File: src/rtl/vga_cfg_if.sv
// Timing-set configuration port for vga_timing_gen: valid/ready offer of a full
// raster timing set, plus a one-cycle reject pulse back to the producer.
interface vga_cfg_if #(
  parameter int W = 11
);
  logic         cfg_valid;
  logic         cfg_ready;
  logic         cfg_err;
  logic [W-1:0] cfg_h_active;
  logic [W-1:0] cfg_h_fp;
  logic [W-1:0] cfg_h_sync;
  logic [W-1:0] cfg_h_bp;
  logic [W-1:0] cfg_v_active;
  logic [W-1:0] cfg_v_fp;
  logic [W-1:0] cfg_v_sync;
  logic [W-1:0] cfg_v_bp;

  modport master (
    output cfg_valid, cfg_h_active, cfg_h_fp, cfg_h_sync, cfg_h_bp,
           cfg_v_active, cfg_v_fp, cfg_v_sync, cfg_v_bp,
    input  cfg_ready, cfg_err
  );

  modport slave (
    input  cfg_valid, cfg_h_active, cfg_h_fp, cfg_h_sync, cfg_h_bp,
           cfg_v_active, cfg_v_fp, cfg_v_sync, cfg_v_bp,
    output cfg_ready, cfg_err
  );
endinterface

File: src/rtl/vga_timing_gen.sv
// Run-time reprogrammable VGA/DVI raster timing generator. New timing sets are
// validated on accept and swapped in only at frame end, so no frame is torn.
module vga_timing_gen #(
  parameter int W        = 11,
  parameter int FRAME_W  = 16,
  parameter int H_ACTIVE = 800,
  parameter int H_FP     = 40,
  parameter int H_SYNC   = 128,
  parameter int H_BP     = 88,
  parameter int V_ACTIVE = 600,
  parameter int V_FP     = 1,
  parameter int V_SYNC   = 4,
  parameter int V_BP     = 23,
  parameter bit HS_POL   = 1'b1,
  parameter bit VS_POL   = 1'b1
) (
  input  logic               clk,
  input  logic               rst_n,
  input  logic               ce,
  vga_cfg_if.slave           cfg,
  output logic [W-1:0]       x,
  output logic [W-1:0]       y,
  output logic               hs,
  output logic               vs,
  output logic               de,
  output logic               line_start,
  output logic               frame_start,
  output logic [FRAME_W-1:0] frame_cnt
);
  localparam int TW = W + 2;
  localparam logic [TW-1:0] MAX_TOT = TW'((2 ** W) - 1);

  typedef struct packed {
    logic [W-1:0] h_active;
    logic [W-1:0] h_fp;
    logic [W-1:0] h_sync;
    logic [W-1:0] h_bp;
    logic [W-1:0] v_active;
    logic [W-1:0] v_fp;
    logic [W-1:0] v_sync;
    logic [W-1:0] v_bp;
  } tset_t;

  typedef enum logic {PRIME, RUN} state_t;

  localparam tset_t DEF_SET = '{
    h_active: W'(H_ACTIVE), h_fp: W'(H_FP), h_sync: W'(H_SYNC), h_bp: W'(H_BP),
    v_active: W'(V_ACTIVE), v_fp: W'(V_FP), v_sync: W'(V_SYNC), v_bp: W'(V_BP)
  };

  function automatic logic [TW-1:0] ext(input logic [W-1:0] v);
    return {2'b00, v};
  endfunction

  state_t             state_q, state_d;
  logic [W-1:0]       x_q, x_d, y_q, y_d;
  logic [FRAME_W-1:0] fc_q, fc_d;
  logic               hs_q, hs_d, vs_q, vs_d, de_q, de_d;
  logic               ls_q, ls_d, fs_q, fs_d;
  logic               pend_q, pend_d, err_q, err_d;
  tset_t              act_q, act_d, shd_q, shd_d;

  tset_t         new_set, eff;
  logic [TW-1:0] new_ht, new_vt, ht, vt;
  logic [TW-1:0] hs_beg, hs_end, vs_beg, vs_end;
  logic [W-1:0]  nx, ny;
  logic          cfg_ok, accept, x_end, y_end;

  always_comb begin
    new_set = '{
      h_active: cfg.cfg_h_active, h_fp: cfg.cfg_h_fp, h_sync: cfg.cfg_h_sync, h_bp: cfg.cfg_h_bp,
      v_active: cfg.cfg_v_active, v_fp: cfg.cfg_v_fp, v_sync: cfg.cfg_v_sync, v_bp: cfg.cfg_v_bp
    };
    new_ht = ext(new_set.h_active) + ext(new_set.h_fp) + ext(new_set.h_sync) + ext(new_set.h_bp);
    new_vt = ext(new_set.v_active) + ext(new_set.v_fp) + ext(new_set.v_sync) + ext(new_set.v_bp);
    // Porches may be zero; active/sync may not, and totals must fit the W-bit counters.
    cfg_ok = (|new_set.h_active) && (|new_set.h_sync) && (|new_set.v_active) && (|new_set.v_sync)
             && (new_ht <= MAX_TOT) && (new_vt <= MAX_TOT);
    accept = cfg.cfg_valid && !pend_q;

    ht    = ext(act_q.h_active) + ext(act_q.h_fp) + ext(act_q.h_sync) + ext(act_q.h_bp);
    vt    = ext(act_q.v_active) + ext(act_q.v_fp) + ext(act_q.v_sync) + ext(act_q.v_bp);
    x_end = (ext(x_q) == ht - 1'b1);
    y_end = (ext(y_q) == vt - 1'b1);

    state_d = state_q;
    x_d     = x_q;
    y_d     = y_q;
    fc_d    = fc_q;
    hs_d    = hs_q;
    vs_d    = vs_q;
    de_d    = de_q;
    ls_d    = ls_q;
    fs_d    = fs_q;
    act_d   = act_q;
    shd_d   = shd_q;
    pend_d  = pend_q;
    err_d   = accept && !cfg_ok;
    nx      = x_q;
    ny      = y_q;
    eff     = act_q;

    if (accept && cfg_ok) begin
      shd_d  = new_set;
      pend_d = 1'b1;
    end

    if (ce) begin
      if (state_q == RUN) begin
        if (x_end) begin
          nx = '0;
          ny = y_end ? '0 : y_q + 1'b1;
        end else begin
          nx = x_q + 1'b1;
        end
        if (x_end && y_end) begin
          fc_d = fc_q + 1'b1;
          // Frame boundary: the pending set takes effect from position (0,0).
          if (pend_q) begin
            eff    = shd_q;
            act_d  = shd_q;
            pend_d = 1'b0;
          end
        end
      end
      state_d = RUN;
      x_d     = nx;
      y_d     = ny;
    end

    hs_beg = ext(eff.h_active) + ext(eff.h_fp);
    hs_end = hs_beg + ext(eff.h_sync);
    vs_beg = ext(eff.v_active) + ext(eff.v_fp);
    vs_end = vs_beg + ext(eff.v_sync);

    if (ce) begin
      de_d = (nx < eff.h_active) && (ny < eff.v_active);
      hs_d = ((ext(nx) >= hs_beg) && (ext(nx) < hs_end)) ? HS_POL : !HS_POL;
      vs_d = ((ext(ny) >= vs_beg) && (ext(ny) < vs_end)) ? VS_POL : !VS_POL;
      ls_d = (nx == '0);
      fs_d = (nx == '0) && (ny == '0);
    end
  end

  always_ff @(posedge clk or negedge rst_n) begin
    if (!rst_n) begin
      state_q <= PRIME;
      x_q     <= '0;
      y_q     <= '0;
      fc_q    <= '0;
      hs_q    <= !HS_POL;
      vs_q    <= !VS_POL;
      de_q    <= 1'b0;
      ls_q    <= 1'b0;
      fs_q    <= 1'b0;
      act_q   <= DEF_SET;
      shd_q   <= DEF_SET;
      pend_q  <= 1'b0;
      err_q   <= 1'b0;
    end else begin
      state_q <= state_d;
      x_q     <= x_d;
      y_q     <= y_d;
      fc_q    <= fc_d;
      hs_q    <= hs_d;
      vs_q    <= vs_d;
      de_q    <= de_d;
      ls_q    <= ls_d;
      fs_q    <= fs_d;
      act_q   <= act_d;
      shd_q   <= shd_d;
      pend_q  <= pend_d;
      err_q   <= err_d;
    end
  end

  assign cfg.cfg_ready = !pend_q;
  assign cfg.cfg_err   = err_q;
  assign x             = x_q;
  assign y             = y_q;
  assign hs            = hs_q;
  assign vs            = vs_q;
  assign de            = de_q;
  assign line_start    = ls_q;
  assign frame_start   = fs_q;
  assign frame_cnt     = fc_q;
endmodule

File: src/flat_wrapper.sv
// flat-port wrapper written by rule: the top's interface ports become plain ports
module vga_timing_gen_flat 
#(
  parameter int W        = 11,
  parameter int FRAME_W  = 16,
  parameter int H_ACTIVE = 800,
  parameter int H_FP     = 40,
  parameter int H_SYNC   = 128,
  parameter int H_BP     = 88,
  parameter int V_ACTIVE = 600,
  parameter int V_FP     = 1,
  parameter int V_SYNC   = 4,
  parameter int V_BP     = 23,
  parameter bit HS_POL   = 1'b1,
  parameter bit VS_POL   = 1'b1
)
  (clk, rst_n, ce, x, y, hs, vs, de, line_start, frame_start, frame_cnt, cfg_cfg_valid, cfg_cfg_h_active, cfg_cfg_h_fp, cfg_cfg_h_sync, cfg_cfg_h_bp, cfg_cfg_v_active, cfg_cfg_v_fp, cfg_cfg_v_sync, cfg_cfg_v_bp, cfg_cfg_ready, cfg_cfg_err);
  vga_cfg_if #(.W(W)) cfg_i ();
  input  logic clk;
  input  logic rst_n;
  input  logic ce;
  output logic [W-1:0] x;
  output logic [W-1:0] y;
  output logic hs;
  output logic vs;
  output logic de;
  output logic line_start;
  output logic frame_start;
  output logic [FRAME_W-1:0] frame_cnt;
  input wire logic [$bits(cfg_i.cfg_valid)-1:0] cfg_cfg_valid;
  input wire logic [$bits(cfg_i.cfg_h_active)-1:0] cfg_cfg_h_active;
  input wire logic [$bits(cfg_i.cfg_h_fp)-1:0] cfg_cfg_h_fp;
  input wire logic [$bits(cfg_i.cfg_h_sync)-1:0] cfg_cfg_h_sync;
  input wire logic [$bits(cfg_i.cfg_h_bp)-1:0] cfg_cfg_h_bp;
  input wire logic [$bits(cfg_i.cfg_v_active)-1:0] cfg_cfg_v_active;
  input wire logic [$bits(cfg_i.cfg_v_fp)-1:0] cfg_cfg_v_fp;
  input wire logic [$bits(cfg_i.cfg_v_sync)-1:0] cfg_cfg_v_sync;
  input wire logic [$bits(cfg_i.cfg_v_bp)-1:0] cfg_cfg_v_bp;
  output wire logic [$bits(cfg_i.cfg_ready)-1:0] cfg_cfg_ready;
  output wire logic [$bits(cfg_i.cfg_err)-1:0] cfg_cfg_err;
  assign cfg_i.cfg_valid = cfg_cfg_valid;
  assign cfg_i.cfg_h_active = cfg_cfg_h_active;
  assign cfg_i.cfg_h_fp = cfg_cfg_h_fp;
  assign cfg_i.cfg_h_sync = cfg_cfg_h_sync;
  assign cfg_i.cfg_h_bp = cfg_cfg_h_bp;
  assign cfg_i.cfg_v_active = cfg_cfg_v_active;
  assign cfg_i.cfg_v_fp = cfg_cfg_v_fp;
  assign cfg_i.cfg_v_sync = cfg_cfg_v_sync;
  assign cfg_i.cfg_v_bp = cfg_cfg_v_bp;
  assign cfg_cfg_ready = cfg_i.cfg_ready;
  assign cfg_cfg_err = cfg_i.cfg_err;
  vga_timing_gen #(.W(W), .FRAME_W(FRAME_W), .H_ACTIVE(H_ACTIVE), .H_FP(H_FP), .H_SYNC(H_SYNC), .H_BP(H_BP), .V_ACTIVE(V_ACTIVE), .V_FP(V_FP), .V_SYNC(V_SYNC), .V_BP(V_BP), .HS_POL(HS_POL), .VS_POL(VS_POL)) u_core (.clk(clk), .rst_n(rst_n), .ce(ce), .cfg(cfg_i), .x(x), .y(y), .hs(hs), .vs(vs), .de(de), .line_start(line_start), .frame_start(frame_start), .frame_cnt(frame_cnt));
endmodule
File: config.mk
export PLATFORM = sky130hd
export DESIGN_NAME = vga_timing_gen_flat
export DESIGN_NICKNAME = d
export VERILOG_FILES = /design/src/rtl/vga_cfg_if.sv /design/src/rtl/vga_timing_gen.sv /design/src/flat_wrapper.sv
export SDC_FILE = /design/constraint.sdc
export NUM_CORES = 1
export LEC_CHECK = 0
export ABC_AREA = 1
export CAP_MARGIN = 20
export CORE_ASPECT_RATIO = 1.25
export CORE_MARGIN = 2
export CORE_UTILIZATION = 35
export DETAILED_ROUTE_END_ITERATION = 10
export PLACE_DENSITY_LB_ADDON = 0.25
export SLEW_MARGIN = 5
export SYNTH_ARGS = -nofsm -noshare
export SYNTH_HDL_FRONTEND = slang
export SYNTH_SLANG_ARGS = --single-unit
File: constraint.sdc
create_clock -name clk -period 9.26 [get_ports clk]
set_input_delay 0.926 -clock clk [delete_from_list [all_inputs] [get_ports clk]]
set_output_delay 0.926 -clock clk [all_outputs]
set_load 0.005 [all_outputs]
# ---- Yosys cells after proc, flatten, opt, wreduce, memory -nomap -nowiden
# Index checks and enable logic that the tools add are counted.
dict set report classes {
  add_sub_neg 21
  mul 0
  n_div 0
  n_lt_le_gt_ge 8
  n_eq_ne 2
  n_shift 0
  n_mux 18
  bitwise 0
  n_reduce_logical 23
}
# operator n
set ops {}
lappend ops {{2-to-1 mux 88 bit} 4}
lappend ops {{adder 13 x 11 -> 13 bit} 10}
lappend ops {{2-to-1 mux 11 bit} 7}
lappend ops {{adder 11 x 11 -> 12 bit} 6}
lappend ops {{OR reduction 11 bit} 4}
lappend ops {{== test 11 x 13 -> 1 bit} 2}
lappend ops {{greater-or-equal comparator 11 x 13 -> 1 bit} 2}
lappend ops {{<= comparator 13 x 11 -> 1 bit, second input constant} 2}
lappend ops {{less-than comparator 11 x 13 -> 1 bit} 2}
lappend ops {{subtractor 13 x 1 -> 13 bit, second input constant} 2}
lappend ops {{adder 11 x 1 -> 11 bit, second input constant} 2}
lappend ops {{logical NOT 11 bit} 2}
lappend ops {{less-than comparator 11 bit} 2}
lappend ops {{adder 16 x 1 -> 16 bit, second input constant} 1}
lappend ops {{logical AND 1 bit} 13}
lappend ops {{2-to-1 mux 1 bit} 7}
lappend ops {{AND reduction 4 bit} 1}
lappend ops {{AND reduction 3 bit} 1}
lappend ops {{logical NOT 1 bit} 2}
dict set report word_totals {
  ff_bits 222
  latch_bits 0
  ramBits 0
  mem_bits_ro 0
  inputBits 92
  out_inout_bits 45
  elab_cells 99
  memories 0
}

# ---- Depth between registers and ports, before layout
# Gate-level depths: netlist of run 1.
dict set report depth {
  word_depth 14
  depth_mapped 58
  ltp_nobuf 56
}

# ---- Worst setup path before layout of run 1
# OpenSTA, ideal clock, no wires.
dict set report synth_path {
  path_type {register to register}
  from {register u_core.act_q[33] (netlist bit)}
  to {register u_core.vs_q, in the netlist u_core.vs}
  setup_time_ns 0.116
  t_arrival_ns 7.650
  t_required_ns 9.144
  setup_slack_ns 1.494
  path_stages_with_launch 57
  n_path_buf 2
  period_less_slack_ns 7.766
  cell_sequence {dfrtp_1 > ha_1 > fa_1 > nand3_1 > nand2_1 > a21oi_1 > o21ai_0 > a21oi_1 > o21bai_1 > nand2_1 > nand2_1 > a21oi_1 > xor2_1 > ha_1 > inv_1 > fa_1 > ha_1 > a21o_1 > [... 21 more ...] > a21oi_1 > o21ai_0 > a21oi_1 > inv_1 > a21oi_1 > o21bai_1 > nand2_1 > nand2_1 > a21oi_1 > xor2_1 > ha_1 > nand2_1 > inv_1 > nand2_1 > nand2_1 > nand2_1 > nand2_1 > nand2_1}
}
dict set report synth_between {
  elab_chain_cells 14
  word_cells_on_any_way 20
  cone_classes {6 x add/sub; 2 x order compare; 1 x eq/ne; 9 x mux; 2 x reduce/logical}
}
# item line
set synth_lines {}
lappend synth_lines {{start, declared} vga_timing_gen.sv:61} ;# tset_t act_q, act_d, shd_q, shd_d;
lappend synth_lines {{start signal, assigned} vga_timing_gen.sv:170} ;# act_q <= act_d;
lappend synth_lines {{adder 11 x 11 -> 12 bit} vga_timing_gen.sv:82} ;# vt = ext(act_q.v_active) + ext(act_q.v_fp) + ext(act_q.v_sync) + ext(act_q.v_bp);
lappend synth_lines {{adder 13 x 11 -> 13 bit (2 in a row)} vga_timing_gen.sv:82}
lappend synth_lines {{subtractor 13 x 1 -> 13 bit} vga_timing_gen.sv:84} ;# y_end = (ext(y_q) == vt - 1'b1);
lappend synth_lines {{== test 11 x 13 -> 1 bit} vga_timing_gen.sv:84}
lappend synth_lines {{logical AND 1 bit} vga_timing_gen.sv:116} ;# if (x_end && y_end) begin
lappend synth_lines {{2-to-1 mux 88 bit} vga_timing_gen.sv:116}
lappend synth_lines {{2-to-1 mux 88 bit} vga_timing_gen.sv:109} ;# if (state_q == RUN) begin
lappend synth_lines {{2-to-1 mux 88 bit} vga_timing_gen.sv:108} ;# if (ce) begin
lappend synth_lines {{adder 11 x 11 -> 12 bit} vga_timing_gen.sv:133} ;# vs_beg = ext(eff.v_active) + ext(eff.v_fp);
lappend synth_lines {{adder 13 x 11 -> 13 bit} vga_timing_gen.sv:134} ;# vs_end = vs_beg + ext(eff.v_sync);
lappend synth_lines {{less-than comparator 11 x 13 -> 1 bit} vga_timing_gen.sv:139} ;# vs_d = ((ext(ny) >= vs_beg) && (ext(ny) < vs_end)) ? VS_POL : !VS_POL;
lappend synth_lines {{logical AND 1 bit (*)} vga_timing_gen.sv:139}
lappend synth_lines {{2-to-1 mux 1 bit (*)} vga_timing_gen.sv:139}
lappend synth_lines {{end signal, assigned} vga_timing_gen.sv:152} ;# vs_q <= !VS_POL;
lappend synth_lines {{end signal, assigned} vga_timing_gen.sv:166} ;# vs_q <= vs_d;
lappend synth_lines {{end, declared} vga_timing_gen.sv:58} ;# logic hs_q, hs_d, vs_q, vs_d, de_q, de_d;
# Every way passes the cells marked *; elsewhere a longest branch is shown, timed or not.
# A chain may end at the register's enable or synchronous reset.

# ---- Worst setup path after layout of run 1
dict set report layout_path {
  from {register u_core.act_q[68] (netlist bit)}
  to {register u_core.vs_q, in the netlist u_core.vs}
}
dict set report layout_between {
  elab_chain_cells 14
  word_cells_on_any_way 18
  cone_classes {6 x add/sub; 2 x order compare; 1 x eq/ne; 7 x mux; 2 x reduce/logical}
}
# item line
set layout_lines {}
lappend layout_lines {{adder 11 x 11 -> 12 bit (*)} vga_timing_gen.sv:81} ;# ht = ext(act_q.h_active) + ext(act_q.h_fp) + ext(act_q.h_sync) + ext(act_q.h_bp);
lappend layout_lines {{adder 13 x 11 -> 13 bit (*) (2 in a row)} vga_timing_gen.sv:81}
lappend layout_lines {{subtractor 13 x 1 -> 13 bit (*)} vga_timing_gen.sv:83} ;# x_end = (ext(x_q) == ht - 1'b1);
lappend layout_lines {{== test 11 x 13 -> 1 bit (*)} vga_timing_gen.sv:83}
lappend layout_lines {{logical AND 1 bit} vga_timing_gen.sv:116}
lappend layout_lines {{2-to-1 mux 88 bit} vga_timing_gen.sv:116}
lappend layout_lines {{2-to-1 mux 88 bit} vga_timing_gen.sv:109}
lappend layout_lines {{2-to-1 mux 88 bit} vga_timing_gen.sv:108}
lappend layout_lines {{adder 11 x 11 -> 12 bit} vga_timing_gen.sv:133}
lappend layout_lines {{adder 13 x 11 -> 13 bit} vga_timing_gen.sv:134}
lappend layout_lines {{less-than comparator 11 x 13 -> 1 bit} vga_timing_gen.sv:139}
lappend layout_lines {{logical AND 1 bit (*)} vga_timing_gen.sv:139}
lappend layout_lines {{2-to-1 mux 1 bit (*)} vga_timing_gen.sv:139}
# Marks and branches as above.

==> results_dict.tcl, run 1 <==
set metrics [dict create \
    insertion_delay_ns 0.57 \
    yosysWarnings 0 \
    yosysUniqueCellTypes 54 \
    maxCapViolations 0 \
    path_max_fanout 23 \
    antenna_found_initial 0 \
    wirelength_um 53500 \
    period_minus_slack_ns 8.55 \
    cp.arrival_ns 9.05 \
    ctsRootBufferMaster "clkbuf_16" \
    p_seq_frac 0.388 \
    ctsHoldBuffers 0 \
    critPathKind "flip-flop to flip-flop" \
    hold_viol 0 \
    synth_nets 2702 \
    final_cells 3162 \
    htreeDepth 1 \
    power_frac_clock 0.393 \
    slowest_delay_ns 0.48 \
    gp_congestion 0.886 \
    rr_worst_depth 56 \
    num_rows 93 \
    post-route-period-util 0.923 \
    nNetsFinal 2849 \
    firstDrtPassIters 5 \
    multiInputGateArea_um2 10900 \
    die_w_um 208 \
    setup_violations 0 \
    place_ws_ns 0.469 \
    clkTransAtPathRegs_ns 0.06 \
    synth_top_area_share 0.254 \
    syn-cell-area_um2 18100 \
    worstReg2RegEnd "u_core.vs" \
    cts_made_buffers 26 \
    synth_top_cells_by_area "dfrtp_1, ha_1, nand2_1" \
    avgSynthCellArea_um2 7.79 \
    drt-initial-drc-count 937 \
    clkSinkCount 222 \
    grt_max_degree 108 \
    synth_ff_type "dfrtp_1" \
    coreArea_um2 51400 \
    antenna_left 0 \
    worst_slack_ns 0.710 \
    worst_clock_skew_ns 0.0301 \
    register_area_um2 5600 \
    drc 0 \
    maxSlewViolCount 0 \
    post-synth-top-area-cell "dfrtp_1" \
    ys_seq_area_frac 0.309 \
    die_area_um2 53700 \
    antenna_cells 0 \
    nFillCells 5239 \
    p_leak_nw 11.3 \
    p_sw_frac 0.309 \
    start_util 0.353 \
    hpwl_um 43800 \
    fin_total_pwr_mw 2.65 \
    synthCells 2330 \
    cp-start-kind "flip-flop" \
    die_y_um 259 \
    synth_edf_count 0 \
    critical-path-slowest-cell "fa_1" \
    crit_top_cell "nand2_1" \
    hold_path_class "input pin to async pin" \
    grt_pass1_wl_um 85200 \
    place_inst 3106 \
    grt_use_total 0.199 \
    drive_gt1_frac 0.0777 \
    max-vdd-ir-drop_mv 0.117 \
    io_pins 137 \
    cts_tree "yes" \
    via_count 15500 \
    regToRegStartpoint "u_core.act_q[68]" \
    final.setup.tns_ns 0 \
    avgRoutedWirePerCell_um 16.9 \
    required_ns 9.76 \
    viasPerCell 4.91 \
    comb_power_share 0.219 \
    yosys_register_bits 222 \
    port_buffers 136 \
    grt_pass1_vias 15700 \
    cts.path.max_buffers 3 \
    async_flop_share 1.00 \
    fmax_ghz 0.117 \
    power.density_nw_per_um2 125 \
    overflow 0 \
    final_cell_mix "nand2_1, inv_1, ha_1" \
    final_util 0.413 \
    final_common_cell "nand2_1" \
    slew_headroom 0.303 \
    worst_slew_pin_slew_ns 1.03 \
    power_switching_uw 818 \
    status "finished, final reports clean" \
    r2r_setup_slack_ns 0.71 \
    p_int_mw 1.83 \
    endpoint_kind "flip-flop" \
    rsz0062_at_grt "no" \
    area_growth_pct 17.2 \
]
layer usage:
layer	vias to the layer above	GRT usage	share of wire
li1	7764	-	-
met1	7312	0.269	0.47
met2	376	0.334	0.46
met3	86	0.0219	0.039
met4	0	0.0617	0.030
met5	-	0	0
stage by stage:
stage                     instance area, um^2  hold slack [ns]
final                                   21300            0.435
after CTS                               21200            0.470
after global routing                    21300            0.492
after floorplan                         18100            0.446
after detailed placement                20300            0.474
after global placement                  20300            0.462
worst max path at each step:
stage | slack, ns | to | depth (start not counted) | from
floorplan | 1.49 | u_core.vs | 56 | u_core.act_q[33]
global placement | 0.74 | u_core.vs | 55 | u_core.act_q[68]
detailed placement | 0.47 | u_core.hs | 49 | u_core.act_q[33]
CTS | 0.40 | u_core.hs | 49 | u_core.act_q[33]
global route | 0.008 | u_core.hs | 50 | u_core.act_q[33]
finish | 0.71 | u_core.vs | 56 | u_core.act_q[68]
power by group through the flow:
stage | clock network (mW) | registers, mW | logic, mW
CTS | 1.07 | 1.03 | 0.590
floorplan | 0 | 1.03 | 0.344
detailed placement | 0 | 1.05 | 0.586
finish | 1.04 | 1.03 | 0.580
global placement | 0 | 1.05 | 0.574
global route | 1.10 | 1.03 | 0.666
kinds of logic (layout without fill, tap and decap cells):
logic type | count (synthesis) | in the layout | synth area share
xor+xnor | 106 | 106 | 0.0524
compound gates | 351 | 351 | 0.107
fa+ha+maj | 280 | 280 | 0.215
buf+inv | 455 | 622 | 0.0947
simple gates | 916 | 916 | 0.222
flops | 222 | 222 | 0.309
area by class of cell:
| class | instances | share of cell area |
|---|---|---|
| multi-input cells | 1653 | 0.511 |
| flip-flops and latches | 222 | 0.263 |
| clock inverters | 12 | 0.00477 |
| clock buffers | 36 | 0.0352 |
| inverters | 412 | 0.0727 |
| well taps | 665 | 0.0391 |
| repair buffers | 162 | 0.0738 |
cells in the mapped netlist, drive strengths merged (10+ instances only):
master  count
a21oi     119
clkbuf     37
dfrtp     184
dfstp      38
fa         54
ha        226
inv       412
nand2     614
nand3     109
nand4      36
nor2       91
nor3       20
nor4       10
o21ai     170
o21bai     18
or2        24
xnor2      40
xor2       66
registers in the layout, indices dropped and copies added (netlist names):
| register | count |
|---|---|
| u_core.line_start | 1 |
| u_core.hs | 1 |
| u_core.frame_start | 1 |
| u_core.x | 11 |
| u_core.frame_cnt | 16 |
| u_core.y | 11 |
| u_core.shd_q | 88 |
| u_core.de | 1 |
| u_core.cfg.cfg_err | 1 |
| u_core.act_q | 88 |
| u_core.state_q | 1 |
| u_core.vs | 1 |
| u_core.pend_q | 1 |
repair_timing:
item,CTS,global route
resized for setup,0,9
endpoints found under the setup margin,0,2
buffers inserted,0,8
critical path: cells and delay by family, from the launching register on:
family,cells,cell delay (ns)
fa+ha+maj,8,2.76
simple gates,26,2.24
compound gates,12,1.89
buf+inv,7,0.69
xor+xnor,3,0.50
flops,1,0.41
(Power assumes the default switching activity.)
==> inputs of run 2 (changes only) <==
- clock period: 9.26 -> 7.9 ns (I/O delays scaled with it)
==> run 2 against run 1 <==
Count of clock-buffer cells in the layout up 1; worst hold slack lost 0.23 ns; register-to-register slack worse by 0.79 ns; the flow now finishes with violations (negative setup slack).
==> results_dict.tcl, run 2 (synthesis gave the netlist of run 1 again) <==
set metrics [dict create \
    r2r_setup_slack_ns -0.08 \
    final_cell_area_um2 23500 \
    nNetsFinal 3036 \
    required_ns 8.34 \
    insertion_delay_ns 0.56 \
    critical-path-slowest-cell "fa_2" \
    die_y_um 259 \
    firstDrtPassIters 5 \
    gp_congestion 0.877 \
    start_util 0.353 \
    cts.path.max_buffers 3 \
    antenna_cells 0 \
    endpoint_kind "flip-flop" \
    status "finished, violations left" \
    ctsRootBufferMaster "clkbuf_16" \
    power_frac_clock 0.413 \
    regToRegStartpoint "u_core.act_q[33]" \
    viasPerCell 4.80 \
    worst_slew_pin_slew_ns 1.09 \
    max-vdd-ir-drop_mv 0.125 \
    antenna_found_initial 0 \
    rsz0062_at_grt "yes" \
    htreeDepth 1 \
    hold_path_class "input pin to async pin" \
    clkTransAtPathRegs_ns 0.07 \
    violations "negative setup slack" \
    p_int_mw 2.25 \
    grt_pass1_wl_um 87000 \
    power.density_nw_per_um2 136 \
    cts_tree "yes" \
    crit_top_cell "nand2_1" \
    avgRoutedWirePerCell_um 16.4 \
    slew_headroom 0.265 \
    die_area_um2 53700 \
    comb_power_share 0.212 \
    p_sw_frac 0.296 \
    maxCapViolations 0 \
    grt_use_total 0.202 \
    worst_clock_skew_ns 0.0220 \
    die_w_um 208 \
    via_count 16100 \
    overflow 0 \
    p_leak_nw 12.3 \
    final_common_cell "nand2_1" \
    place_ws_ns -0.495 \
    slowest_delay_ns 0.56 \
    hpwl_um 44400 \
    grt_pass1_vias 16400 \
    multiInputGateArea_um2 11500 \
    cp-start-kind "flip-flop" \
    worstReg2RegEnd "u_core.hs" \
    coreArea_um2 51400 \
    dpl_cell_area_um2 21600 \
    io_pins 137 \
    grt_max_degree 90 \
    wirelength_um 54900 \
    num_rows 93 \
    cts_made_buffers 26 \
    drc 0 \
    setup_violations 1 \
    drive_gt1_frac 0.183 \
    fmax_ghz 0.125 \
    p_seq_frac 0.375 \
    port_buffers 136 \
    maxSlewViolCount 0 \
    cp.arrival_ns 8.41 \
    clkSinkCount 222 \
    drt-initial-drc-count 958 \
    post-route-period-util 1.01 \
    final_cell_mix "nand2_1, inv_1, ha_1" \
    period_minus_slack_ns 7.98 \
    final_util 0.457 \
    antenna_left 0 \
    rr_worst_depth 47 \
    power_switching_uw 948 \
    path_max_fanout 5 \
    nFillCells 5104 \
    register_area_um2 5600 \
    ctsHoldBuffers 0 \
    worst_slack_ns -0.0756 \
    hold_viol 0 \
    area_growth_pct 29.6 \
    critPathKind "flip-flop to flip-flop" \
]
[run 2: cell count changes in the layout (fill, tap and decap cells not counted), sizes merged]
| cell | before | now |
|---|---|---|
| buf | 27 | 213 |
| clkbuf | 36 | 38 |
| clkinvlp | 2 | 1 |
| inv | 415 | 413 |
| bufinv | 1 | 4 |
| clkinv | 6 | 5 |
[run 2: timing repair]
action | 4_1_cts | 5_1_grt
cloned | 0 | 1
pin swaps | 35 | 74
endpoints found under the setup margin | 2 | 2
setup buffers | 13 | 15
gates resized for setup | 66 | 95
[run 2: layer usage]
layer  vias up  routed length [um]  track usage
met5         -                   0            0
met4         0                1370       0.0561
met3        74                1760       0.0178
met2       289               26100        0.347
met1      7588               25700        0.272
li1       8126                   -            -
[run 2: through the flow]
step           total power, mW  setup TNS (ns)  hold slack [ns]  instances
6_report                  3.20         -0.0756            0.202       3349
5_1_grt                   3.38          -0.985            0.255       3349
4_1_cts                   3.25         -0.0125            0.271       3333
3_5_place_dp              1.90          -0.918            0.470       3272
3_3_place_gp              1.89          -0.591            0.460       3272
2_1_floorplan             1.61               0            0.446       2330
[run 2: critical path: cells and delay by family, from the launching register on]
family / cells / cell delay (ns)
AND/OR/NAND/NOR: 20 / 2.11
buffers and inverters: 3 / 0.21
XOR/XNOR: 2 / 0.32
flip-flops: 1 / 0.43
AO/OA/AOI/OAI: 13 / 1.74
adder cells (fa/ha/maj): 9 / 3.02
[run 2: final cells by class]
cell class,count,area share
clock inverters,11,0.00734
inverters,412,0.0660
flip-flops and latches,222,0.238
clock buffers,37,0.0325
repair buffers,349,0.131
multi-input cells,1653,0.490
well taps,665,0.0354
[run 2: worst max path at each step]
stage                      from        end  slack [ns]  cells past startpoint
4_1_cts        u_core.act_q[33]  u_core.hs       -0.01                     49
6_report       u_core.act_q[33]  u_core.hs       -0.08                     47
5_1_grt        u_core.act_q[33]  u_core.hs       -0.55                     52
3_5_place_dp   u_core.act_q[33]  u_core.hs       -0.49                     50
3_3_place_gp   u_core.act_q[33]  u_core.hs       -0.31                     49
2_1_floorplan  u_core.act_q[33]  u_core.vs        0.13                     56
[run 2: power groups by stage]
stage | Sequential (mW) | Clock [mW] | Combinational [mW]
after detailed placement | 1.22 | 0 | 0.680
after global routing | 1.21 | 1.40 | 0.780
after global placement | 1.22 | 0 | 0.665
final | 1.20 | 1.32 | 0.678
after CTS | 1.20 | 1.36 | 0.684
after floorplan | 1.20 | 0 | 0.404
==> inputs of run 3 (changes only) <==
- CAP_MARGIN: 20 -> default
==> results of run 3 <==
Final layout, timing and power as in run 2 (identical DEF).
